===== config.mk =====
export PLATFORM = sky130hd
export DESIGN_NAME = multi_cycle_controller
export DESIGN_NICKNAME = d
export VERILOG_FILES = /design/src/rtl/multi_cycle_controller.sv
export SDC_FILE = /design/constraint.sdc
export NUM_CORES = 1
export LEC_CHECK = 0
export BUFFER_PORTS_ARGS = -buffer_cell sky130_fd_sc_hd__buf_2
export CORE_AREA = 2 2 49 51
export DETAILED_ROUTE_END_ITERATION = 8
export DIE_AREA = 0 0 51 53
export PLACE_DENSITY = 0.7
export SETUP_SLACK_MARGIN = 0.15
export SLEW_MARGIN = 40
export SYNTH_ARGS = -nofsm -noshare
export SYNTH_HDL_FRONTEND = slang
export SYNTH_SLANG_ARGS = --single-unit

===== constraint.sdc =====
create_clock -name clk -period 1.2 [get_ports clk]
set_input_delay 0.12 -clock clk [delete_from_list [all_inputs] [get_ports clk]]
set_output_delay 0.12 -clock clk [all_outputs]
set_load 0.005 [all_outputs]

===== src/rtl/multi_cycle_controller.sv =====
// multi_cycle_controller: Moore FSM sequencing a shared-memory multi-cycle RISC-V datapath.
// Ports:
//   clk, rst                 clock (rising edge), asynchronous active-high reset
//   op, f3                   opcode / funct3 from IR
//   zero, sign_bit           ALU flags from the current cycle (branch resolution)
//   mem_ready                memory access completes this cycle
//   pc_we, old_pc_we, ir_we  PC / oldPC / IR load strobes
//   adr_sel, mem_re, mem_we  memory address select (0=PC, 1=ALUOut) and request strobes
//   reg_we                   register file write
//   alu_src_a, alu_src_b     ALU operand selects
//   alu_op, imm_sel          ALU operation, immediate format
//   result_sel, slt_sel      write-back source, SLT sign extraction
//   illegal                  undefined-opcode pulse in DECODE
//   state_o                  current state (debug)
module multi_cycle_controller #(
   parameter logic [3:0] RESET_STATE = 4'd0
) (
   input  logic       clk,
   input  logic       rst,
   input  logic [6:0] op,
   input  logic [2:0] f3,
   input  logic       zero,
   input  logic       sign_bit,
   input  logic       mem_ready,
   output logic       pc_we,
   output logic       old_pc_we,
   output logic       ir_we,
   output logic       adr_sel,
   output logic       mem_re,
   output logic       mem_we,
   output logic       reg_we,
   output logic [1:0] alu_src_a,
   output logic [1:0] alu_src_b,
   output logic [2:0] alu_op,
   output logic [2:0] imm_sel,
   output logic [1:0] result_sel,
   output logic       slt_sel,
   output logic       illegal,
   output logic [3:0] state_o
);

   typedef enum logic [3:0] {
      FETCH   = 4'd0,
      DECODE  = 4'd1,
      EXEC_R  = 4'd2,
      EXEC_I  = 4'd3,
      ALU_WB  = 4'd4,
      MEM_ADR = 4'd5,
      MEM_RD  = 4'd6,
      MEM_WB  = 4'd7,
      MEM_WR  = 4'd8,
      BRANCH  = 4'd9,
      JAL     = 4'd10,
      JALR    = 4'd11,
      JALR_WB = 4'd12,
      LUI     = 4'd13
   } stateT;

   localparam logic [6:0] OP_R    = 7'd0;
   localparam logic [6:0] OP_LW   = 7'd1;
   localparam logic [6:0] OP_ADDI = 7'd2;
   localparam logic [6:0] OP_XORI = 7'd3;
   localparam logic [6:0] OP_ORI  = 7'd4;
   localparam logic [6:0] OP_SLTI = 7'd5;
   localparam logic [6:0] OP_JALR = 7'd6;
   localparam logic [6:0] OP_SW   = 7'd7;
   localparam logic [6:0] OP_JAL  = 7'd8;
   localparam logic [6:0] OP_BEQ  = 7'd9;
   localparam logic [6:0] OP_BNE  = 7'd10;
   localparam logic [6:0] OP_BLT  = 7'd11;
   localparam logic [6:0] OP_BGE  = 7'd12;
   localparam logic [6:0] OP_LUI  = 7'd13;

   stateT state, nextState;
   logic  taken;

   always_ff @(posedge clk or posedge rst)
      if (rst) state <= stateT'(RESET_STATE);
      else     state <= nextState;

   assign state_o = state;

   assign taken = (op == OP_BEQ) ? zero :
                  (op == OP_BNE) ? ~zero :
                  (op == OP_BLT) ? sign_bit :
                  (op == OP_BGE) ? ~sign_bit : 1'b0;

   // Everything is forced low while rst is high, so an abandoned access drops at once.
   always_comb begin
      nextState  = FETCH;
      pc_we      = 1'b0;
      old_pc_we  = 1'b0;
      ir_we      = 1'b0;
      adr_sel    = 1'b0;
      mem_re     = 1'b0;
      mem_we     = 1'b0;
      reg_we     = 1'b0;
      alu_src_a  = 2'b00;
      alu_src_b  = 2'b00;
      alu_op     = 3'b000;
      imm_sel    = 3'b000;
      result_sel = 2'b00;
      slt_sel    = 1'b0;
      illegal    = 1'b0;
      if (!rst) begin
         case (state)
            FETCH: begin
               mem_re    = 1'b1;
               alu_src_b = 2'b10;
               pc_we     = mem_ready;
               old_pc_we = mem_ready;
               ir_we     = mem_ready;
               nextState = mem_ready ? DECODE : FETCH;
            end
            DECODE: begin
               alu_src_a = 2'b01;
               alu_src_b = 2'b01;
               imm_sel   = 3'b010;
               case (op)
                  OP_R:                            nextState = EXEC_R;
                  OP_ADDI, OP_XORI, OP_ORI, OP_SLTI: nextState = EXEC_I;
                  OP_LW, OP_SW:                    nextState = MEM_ADR;
                  OP_JAL:                          nextState = JAL;
                  OP_JALR:                         nextState = JALR;
                  OP_BEQ, OP_BNE, OP_BLT, OP_BGE:  nextState = BRANCH;
                  OP_LUI:                          nextState = LUI;
                  default:                         illegal   = 1'b1;
               endcase
            end
            EXEC_R: begin
               alu_src_a = 2'b10;
               alu_op    = f3;
               nextState = ALU_WB;
            end
            EXEC_I: begin
               alu_src_a = 2'b10;
               alu_src_b = 2'b01;
               alu_op    = (op == OP_XORI) ? 3'b010 :
                           (op == OP_ORI)  ? 3'b011 :
                           (op == OP_SLTI) ? 3'b001 : 3'b000;
               nextState = ALU_WB;
            end
            ALU_WB: begin
               reg_we  = 1'b1;
               slt_sel = (op == OP_SLTI);
            end
            MEM_ADR: begin
               alu_src_a = 2'b10;
               alu_src_b = 2'b01;
               imm_sel   = (op == OP_SW) ? 3'b001 : 3'b000;
               nextState = (op == OP_LW) ? MEM_RD : MEM_WR;
            end
            MEM_RD: begin
               adr_sel   = 1'b1;
               mem_re    = 1'b1;
               nextState = mem_ready ? MEM_WB : MEM_RD;
            end
            MEM_WB: begin
               reg_we     = 1'b1;
               result_sel = 2'b01;
            end
            MEM_WR: begin
               adr_sel   = 1'b1;
               mem_we    = 1'b1;
               nextState = mem_ready ? FETCH : MEM_WR;
            end
            BRANCH: begin
               alu_src_a = 2'b10;
               alu_op    = 3'b001;
               pc_we     = taken;
            end
            // JAL and JALR_WB: rd <= oldPC+4 straight from the ALU while PC takes ALUOut.
            JAL, JALR_WB: begin
               reg_we     = 1'b1;
               pc_we      = 1'b1;
               result_sel = 2'b10;
               alu_src_a  = 2'b01;
               alu_src_b  = 2'b10;
            end
            JALR: begin
               alu_src_a = 2'b10;
               alu_src_b = 2'b01;
               nextState = JALR_WB;
            end
            LUI: begin
               reg_we     = 1'b1;
               result_sel = 2'b11;
               imm_sel    = 3'b100;
            end
            default: nextState = FETCH;
         endcase
      end
   end

endmodule


* Yosys cells after proc, flatten, opt, wreduce, memory -nomap -nowiden *
Cells that the tools add are included.

cells by class
  reductions and logical operators = 15
  bitwise logic cells = 2
  equal/unequal tests = 26
  multiplexer cells = 42

operators by type and width
  cell                  count
  $pmux W4 S7           2
  $eq A7 B4 Y1 const B  6
  $eq A7 B3 Y1 const B  4
  $eq A4 B4 Y1 const B  6
  $mux W1               24
  $pmux W3 S3           2
  $eq A4 B3 Y1 const B  4
  $eq A7 B2 Y1 const B  2
  $reduce_or A14 Y1     1
  $mux W4               3
  $reduce_or A4 Y1      3
  $mux W2               5
  $reduce_or A2 Y1      5
  $reduce_or A5 Y1      2
  $eq A4 B2 Y1 const B  2
  $pmux W2 S2           2
  $eq A7 B1 Y1 const B  1
  $logic_not A7 Y1      1
  $mux W3               2
  $pmux W2 S3           1
  $reduce_or A3 Y1      2
  $eq A4 B1 Y1 const B  1
  $logic_not A4 Y1      1
  $pmux W1 S3           1
  $not A1 Y1            2

storage, ports and cells
  bits in registers = 4
  input port bits = 15

* Logic depth before layout (Yosys ltp) *
Gate-level depths: netlist of run 1.

  depth in word-level cells = 7
  depth in mapped cells = 6
  gate-level depth less buffers = 4

* Worst setup path before layout of run 1 *
OpenSTA, ideal clock, no wires.

  path type = reg2out
  start point = reg state[1], in the netlist state_o[1]
  end point = out pc_we
  slack = -0.260 ns
  buffers on the path = 1
  arrival = 1.340 ns
  stages on the path, launching flop included = 5
  cell sequence = dfrtp_1 > buf_2 > nand2b_1 > a221o_1 > a221oi_1

between the ends
  word-level cells in the longest chain between the ends = 4

RTL lines
  item                    RTL line  RTL
  start, declared         74        stateT state, nextState;
  start signal, assigned  78        if (rst) state <= stateT'(RESET_STATE);
  start signal, assigned  79        else state <= nextState;
  $eq A4 B4 Y1            106       case (state)
  $reduce_or A2 Y1        106
  $pmux W1 S3 *           106
  $mux W1 *               105       if (!rst) begin
  end, declared           25        output logic pc_we,

Every way passes the cells marked *; elsewhere a longest branch is shown, timed or not.

* Worst setup path after layout of run 1 *
  start point = reg state[2], in the netlist state_o[2]
  end point = out alu_op[0]

between the ends
  word-level cells in the longest chain between the ends = 3

RTL lines
  item                                          RTL line  RTL
  $eq A4 B4 Y1 or $eq A4 B2 Y1 (tied branches)  106
  $pmux W3 S3 *                                 106
  $mux W3 *                                     105
  end, declared                                 34        output logic [2:0] alu_op,

Marked as above.

==> results_dict.tcl, run 1 <==
set metrics [dict create \
    initialDrtViolationCount 93 \
    power.total_mw 0.6895 \
    slew_violations 0 \
    grt_setup_unrepaired "yes" \
    async_flop_share_pct 100.0 \
    synth_top_flop_cell "dfrtp_1" \
    numPlacedInstances 224 \
    vias 1529 \
    synth-edff-count 0 \
    min_to "state_o[0]" \
    outcome "finished, violations left" \
    critPathLaunchType "flop" \
    hp-class "in2reg" \
    portBuffers 39 \
    clk_latency_ns 0.25 \
    fin_area_um2 1926 \
    cts_tree "yes" \
    grt_pass1_vias 1350 \
    ioPinCount 40 \
    max_clock_freq_ghz 0.5387 \
    hold_viol 0 \
    postSynthCellCount 128 \
    worst_pin_slew_ns 0.4652 \
    finalClockSkew_ns 0.003736 \
    start_util_pct 41.00 \
    min-delay-start "mem_ready" \
    r2r-start "state_o[1]" \
    synth-seq-area-share_pct 11.36 \
    r2r_end "state_o[2]" \
    maxCapViolCount 0 \
    dp_slack_ns -0.3248 \
    p_per_area_nw_per_um2 358.1 \
    totalNegativeSetupSlack_ns -12.47 \
    cpPeakStageDelay_ns 0.49 \
    synth.ff_latch_count 4 \
    path_clk_slew_ns 0.04 \
    area_growth_pct 118.6 \
    largest_reg_flops 4 \
    regArea_um2 105.1 \
    drive_above_1_share_pct 71.17 \
    clk_path_buf_depth 2 \
    syn_area_per_cell_um2 6.882 \
    critPathMaxFanout 6 \
    h-tree-depth 1 \
    synth_fp_nets 143 \
    syn_area_um2 880.8 \
    fin_crit_ns 1.856 \
    reg2regPathDepth 8 \
    place_area_um2 1401 \
    grt_pass1_wl_mm 6.693 \
    gp_congestion 0.9329 \
    whs_path_depth 3 \
    setup_viol 28 \
    critPathArrivalTime_ns 1.74 \
    cts_buffers 3 \
    fin_crit_sh_pct 154.7 \
    wl_mm 4.980 \
    dieArea_um2 2703 \
    ys.warnings.count 0 \
    wl_met1_mm 1.874 \
    worstPathRequired_ns 1.08 \
    ir_drop_v 0.0006289 \
    top_layer_used "met4" \
    multiInputGateArea_um2 942.2 \
    die_x_um 51 \
    yosysUniqueCellTypes 45 \
    met2_length_mm 2.471 \
    num-fill-cells 107 \
    wl_met3_um 422 \
    die_h_um 53 \
    crit_buf_inv 2 \
    root_buffer "clkbuf_4" \
    grt_usage_pct 33.93 \
    fin_ws_ns -0.6564 \
    end_kind "output pin" \
    antenna_found_initial 0 \
    slowest_stage "dfrtp_2" \
    rrSetupSlack_ns -0.42 \
    power_leakage_nw 0.8934 \
    first_pass_iters 4 \
    grt.overflow.total 0 \
    maxSlewHeadroom_pct 68.59 \
    core_area_um2 2148 \
    crit_type "reg2out" \
    fin_nets 239 \
    num_antenna_cells 0 \
    wl_per_cell_um 19.92 \
    clock_sink_count 4 \
    path_cells "buf_4 -> nor4b_2 -> nand3_1 -> a211oi_2 -> buf_2" \
    critical_path.top_delay_family "flip-flops" \
    viasPerCell 6.116 \
    violations "setup timing" \
    fin_cells 250 \
    route.detailed.drc 0 \
    hpwl_mm 2.478 \
    antenna_left 0 \
    rows 17 \
    grt_max_degree 9 \
]
## tightest hold or removal path, cell delays in order
cell     delay [ns]
buf_2          0.14
nand3_1        0.11
a21oi_2        0.06
## worst max-delay path by stage
stage | end | slack, ns | start | cells after the start
global placement | pc_we | -0.33 | state_o[1] | 5
CTS | pc_we | -0.51 | state_o[1] | 5
finish | alu_op[0] | -0.66 | state_o[2] | 5
detailed placement | pc_we | -0.32 | state_o[1] | 5
global route | pc_we | -0.70 | state_o[3] | 5
floorplan | pc_we | -0.17 | state_o[1] | 4
## repair_timing
item / CTS / global route
hold buffers: 2 / 0
cloned: 1 / 0
hold endpoints to repair: 2 / 0
pin swaps: 11 / 18
endpoints found under the setup margin: 29 / 29
gates resized for setup: 42 / 33
buffers inserted: 13 / 7
## kinds of logic after synthesis
| family | share of synthesized area, % |
|---|---|
| compound gates | 22.44 |
| xor+xnor | 2.983 |
| buf+inv | 11.36 |
| flops | 11.36 |
| mux | 4.829 |
| simple gates | 47.02 |
## cells in the mapped netlist, types with 2 or more instances
| master | count | share of area [%] |
|---|---|---|
| buf_6 | 2 | 2.6 |
| and3_1 | 3 | 2.1 |
| nor4b_1 | 2 | 2.0 |
| and4_1 | 2 | 2.0 |
| o21ai_0 | 2 | 1.1 |
| buf_2 | 5 | 2.8 |
| xor2_1 | 2 | 2.0 |
| nand2b_1 | 3 | 2.1 |
| mux2i_1 | 2 | 2.3 |
| nor3_1 | 7 | 4.0 |
| a21oi_1 | 7 | 4.0 |
| buf_4 | 4 | 3.4 |
| a31oi_1 | 4 | 2.8 |
| o21a_1 | 2 | 1.7 |
| nor2_1 | 10 | 4.3 |
| and2_1 | 5 | 3.6 |
| clkbuf_1 | 3 | 1.3 |
| a21o_1 | 2 | 1.7 |
| mux2_2 | 2 | 2.6 |
| nand3_1 | 10 | 5.7 |
| a221oi_1 | 2 | 2.0 |
| inv_1 | 3 | 1.3 |
| nor2b_1 | 5 | 3.6 |
| dfrtp_1 | 4 | 11 |
| o21ai_1 | 2 | 1.1 |
| nand2_1 | 14 | 6.0 |
## routing by layer
| layer | vias to the layer above | track usage [%] |
|---|---|---|
| met5 | - | 0 |
| met3 | 26 | 2.542 |
| li1 | 658 | - |
| met2 | 120 | 62.34 |
| met4 | 0 | 14.86 |
| met1 | 725 | 40.17 |
## layout make-up
class                           instances  share of cell area [%]
Clock buffer                            3                   1.170
Inverter                                3                  0.5848
Multi-Input combinational cell        107                   48.93
Sequential cell                         4                   5.458
Tap cell                               28                   1.819
Timing Repair Buffer                  105                   42.04
## per-stage QoR
step           hold WS (ns)  util [%]
2_1_floorplan        0.1908         -
4_1_cts              0.1998     79.32
3_5_place_dp         0.1777     65.23
3_3_place_gp         0.1647     65.23
6_report             0.2342     89.63
5_1_grt              0.2553     89.63
## report_power, final
group	internal, mW	switching [mW]
logic	0.188	0.174
registers	0.139	0.00752
clock network	0.113	0.0690
## layout by cell type (no fill, tap or decap), drive strengths merged, types with 3 or more instances in the layout
cell type and instances:
a21oi 7, and2 5, clkbuf 3, a31oi 4, nor2b 6, o21ai 4, buf 103, nand3 10
nand2 14, nand2b 3, inv 3, nor4b 3, nor2 10, dfrtp 4, and3 3, nor3 7
Power figures use the tool's default switching activity.
==> inputs of run 2 (changes only) <==
--- a/config.mk
+++ b/config.mk
@@ -7,10 +7,11 @@
 export LEC_CHECK = 0
 export BUFFER_PORTS_ARGS = -buffer_cell sky130_fd_sc_hd__buf_2
 export CORE_AREA = 2 2 49 51
+export CTS_CLUSTER_DIAMETER = 60
 export DETAILED_ROUTE_END_ITERATION = 8
 export DIE_AREA = 0 0 51 53
 export PLACE_DENSITY = 0.7
-export SETUP_SLACK_MARGIN = 0.15
+export RECOVER_POWER = 50
 export SLEW_MARGIN = 40
 export SYNTH_ARGS = -nofsm -noshare
 export SYNTH_HDL_FRONTEND = slang
==> results_dict.tcl, run 2 (synthesized netlist as in run 1, its figures left out) <==
set metrics [dict create \
    antenna_found_initial 0 \
    final_cell_mix "43 x buf_4, 32 x buf_2, 25 x buf_6" \
    dieArea_um2 2703 \
    area_growth_pct 122.4 \
    max_clock_freq_ghz 0.5148 \
    root_buffer "clkbuf_4" \
    fin_nets 239 \
    switching_share_pct 37.68 \
    setup_viol 27 \
    cpPeakStageDelay_ns 0.46 \
    outcome "finished, violations left" \
    layout.cells.most_common "buf_4" \
    maxCapViolCount 0 \
    pwr-share-seq_pct 20.5 \
    largest_reg_flops 4 \
    grt_max_degree 12 \
    numPlacedInstances 227 \
    fin_crit_ns 1.943 \
    hpwl_mm 2.439 \
    viasPerCell 6.224 \
    critPathArrivalTime_ns 1.82 \
    fin_ws_ns -0.7426 \
    wl_mm 5.369 \
    wl_per_cell_um 21.48 \
    critPathLaunchType "flop" \
    power_leakage_nw 0.8838 \
    maxSlewHeadroom_pct 60.49 \
    grt_usage_pct 32.15 \
    grt_pass1_vias 1356 \
    grt_setup_unrepaired "yes" \
    critPathMaxFanout 6 \
    grt_pass1_wl_mm 6.520 \
    clk_path_buf_depth 2 \
    hold_ws_ns 0.3210 \
    die_h_um 53 \
    cts_buffers 3 \
    cts_tree "yes" \
    worstPathRequired_ns 1.08 \
    slew_violations 0 \
    power.total_mw 0.7071 \
    rrSetupSlack_ns -0.45 \
    path_cells "buf_4 -> nor2b_1 -> and2_1 -> o21ai_1 -> a21oi_1 -> buf_2" \
    comb_power_share_pct 53.2 \
    num_antenna_cells 0 \
    num-fill-cells 88 \
    reg2regPathDepth 6 \
    route.detailed.drc 0 \
    p_int_mw 0.4407 \
    core_area_um2 2148 \
    clockPowerShare_pct 26.3 \
    violations "setup timing" \
    start_util_pct 41.00 \
    met1_usage_pct 40.58 \
    end_kind "output pin" \
    ir_drop_v 0.0004044 \
    p_per_area_nw_per_um2 360.9 \
    clock_sink_count 4 \
    ioPinCount 40 \
    path_clk_slew_ns 0.04 \
    initialDrtViolationCount 92 \
    drive_above_1_share_pct 72.07 \
    grt.overflow.total 0 \
    antenna_left 0 \
    grtUsageMet2_pct 57.36 \
    slowest_stage "dfrtp_2" \
    rows 17 \
    finalClockSkew_ns 0.003769 \
    grt_busiest_layer "met2" \
    gp_congestion 0.8400 \
    hold_viol 0 \
    whs_path_depth 4 \
    die_x_um 51 \
    portBuffers 39 \
    utilization_pct 91.21 \
    first_pass_iters 5 \
    crit_type "reg2out" \
    fin_crit_sh_pct 161.9 \
    worst_pin_slew_ns 0.5845 \
    clk_latency_ns 0.25 \
    power.switching_mw 0.2664 \
    fin_cells 250 \
    h-tree-depth 1 \
    hp-class "in2reg" \
    grt.met3_usage_pct 1.412 \
    vias 1556 \
]
## run 2: changes by cell type in the layout (fill, tap and decap cells not counted), sizes merged
cell	previous run	this run
clkbuf	3	5
buf	103	102
dlygate4sd3	2	1
## run 2: area by class of cell
class,count,area (µm²),share of cell area (%)
Multi-Input combinational cell,107,963.4,49.17
Timing Repair Buffer,105,822.0,41.95
Tap cell,28,35.03,1.788
Inverter,3,11.26,0.5747
Clock buffer,3,22.52,1.149
Sequential cell,4,105.1,5.364
## run 2: power by group through the flow
stage / Combinational [mW] / Sequential [mW] / Clock [mW]
3_3_place_gp: 0.266 / 0.144 / 0
3_5_place_dp: 0.271 / 0.145 / 0
5_1_grt: 0.395 / 0.145 / 0.192
4_1_cts: 0.314 / 0.145 / 0.175
2_1_floorplan: 0.141 / 0.142 / 0
6_report: 0.376 / 0.145 / 0.186
## run 2: path summary, 6_finish.rpt
path                             from          to
setup / recovery           state_o[1]      reg_we
setup reg to reg           state_o[1]  state_o[3]
hold / removal              mem_ready  state_o[0]
hold reg to reg            state_o[3]  state_o[1]
max in group asynchronous         rst  state_o[3]
min in group asynchronous         rst  state_o[0]
## run 2: per-stage QoR
step	setup TNS [ns]	setup slack [ns]	cell area, µm²
after floorplan	-0.7315	-0.1670	940.9
after global placement	-4.398	-0.3065	1425
after detailed placement	-5.001	-0.3453	1425
after CTS	-9.307	-0.5199	1712
after global routing	-14.00	-0.7313	1959
final	-13.54	-0.7426	1959
## run 2: what timing repair did
action,4_1_cts,5_1_grt
setup buffers,11,9
pin swaps,14,23
hold endpoints to repair,4,0
hold buffers,1,0
resized for setup,44,35
endpoints found under the setup margin,26,27
## run 2: layer usage
metal  vias up  routed length [µm]
met4         0                 333
met1       730                1960
met5         -                   0
met2       126                2617
met3        46                 458
li1        654                   -
## run 2: worst max-delay path, delay by kind of cell, from the launching register on
kind	cells	cell delay [ns]
flops	1	0.46
simple gates	2	0.43
compound gates	2	0.35
buf+inv	2	0.33
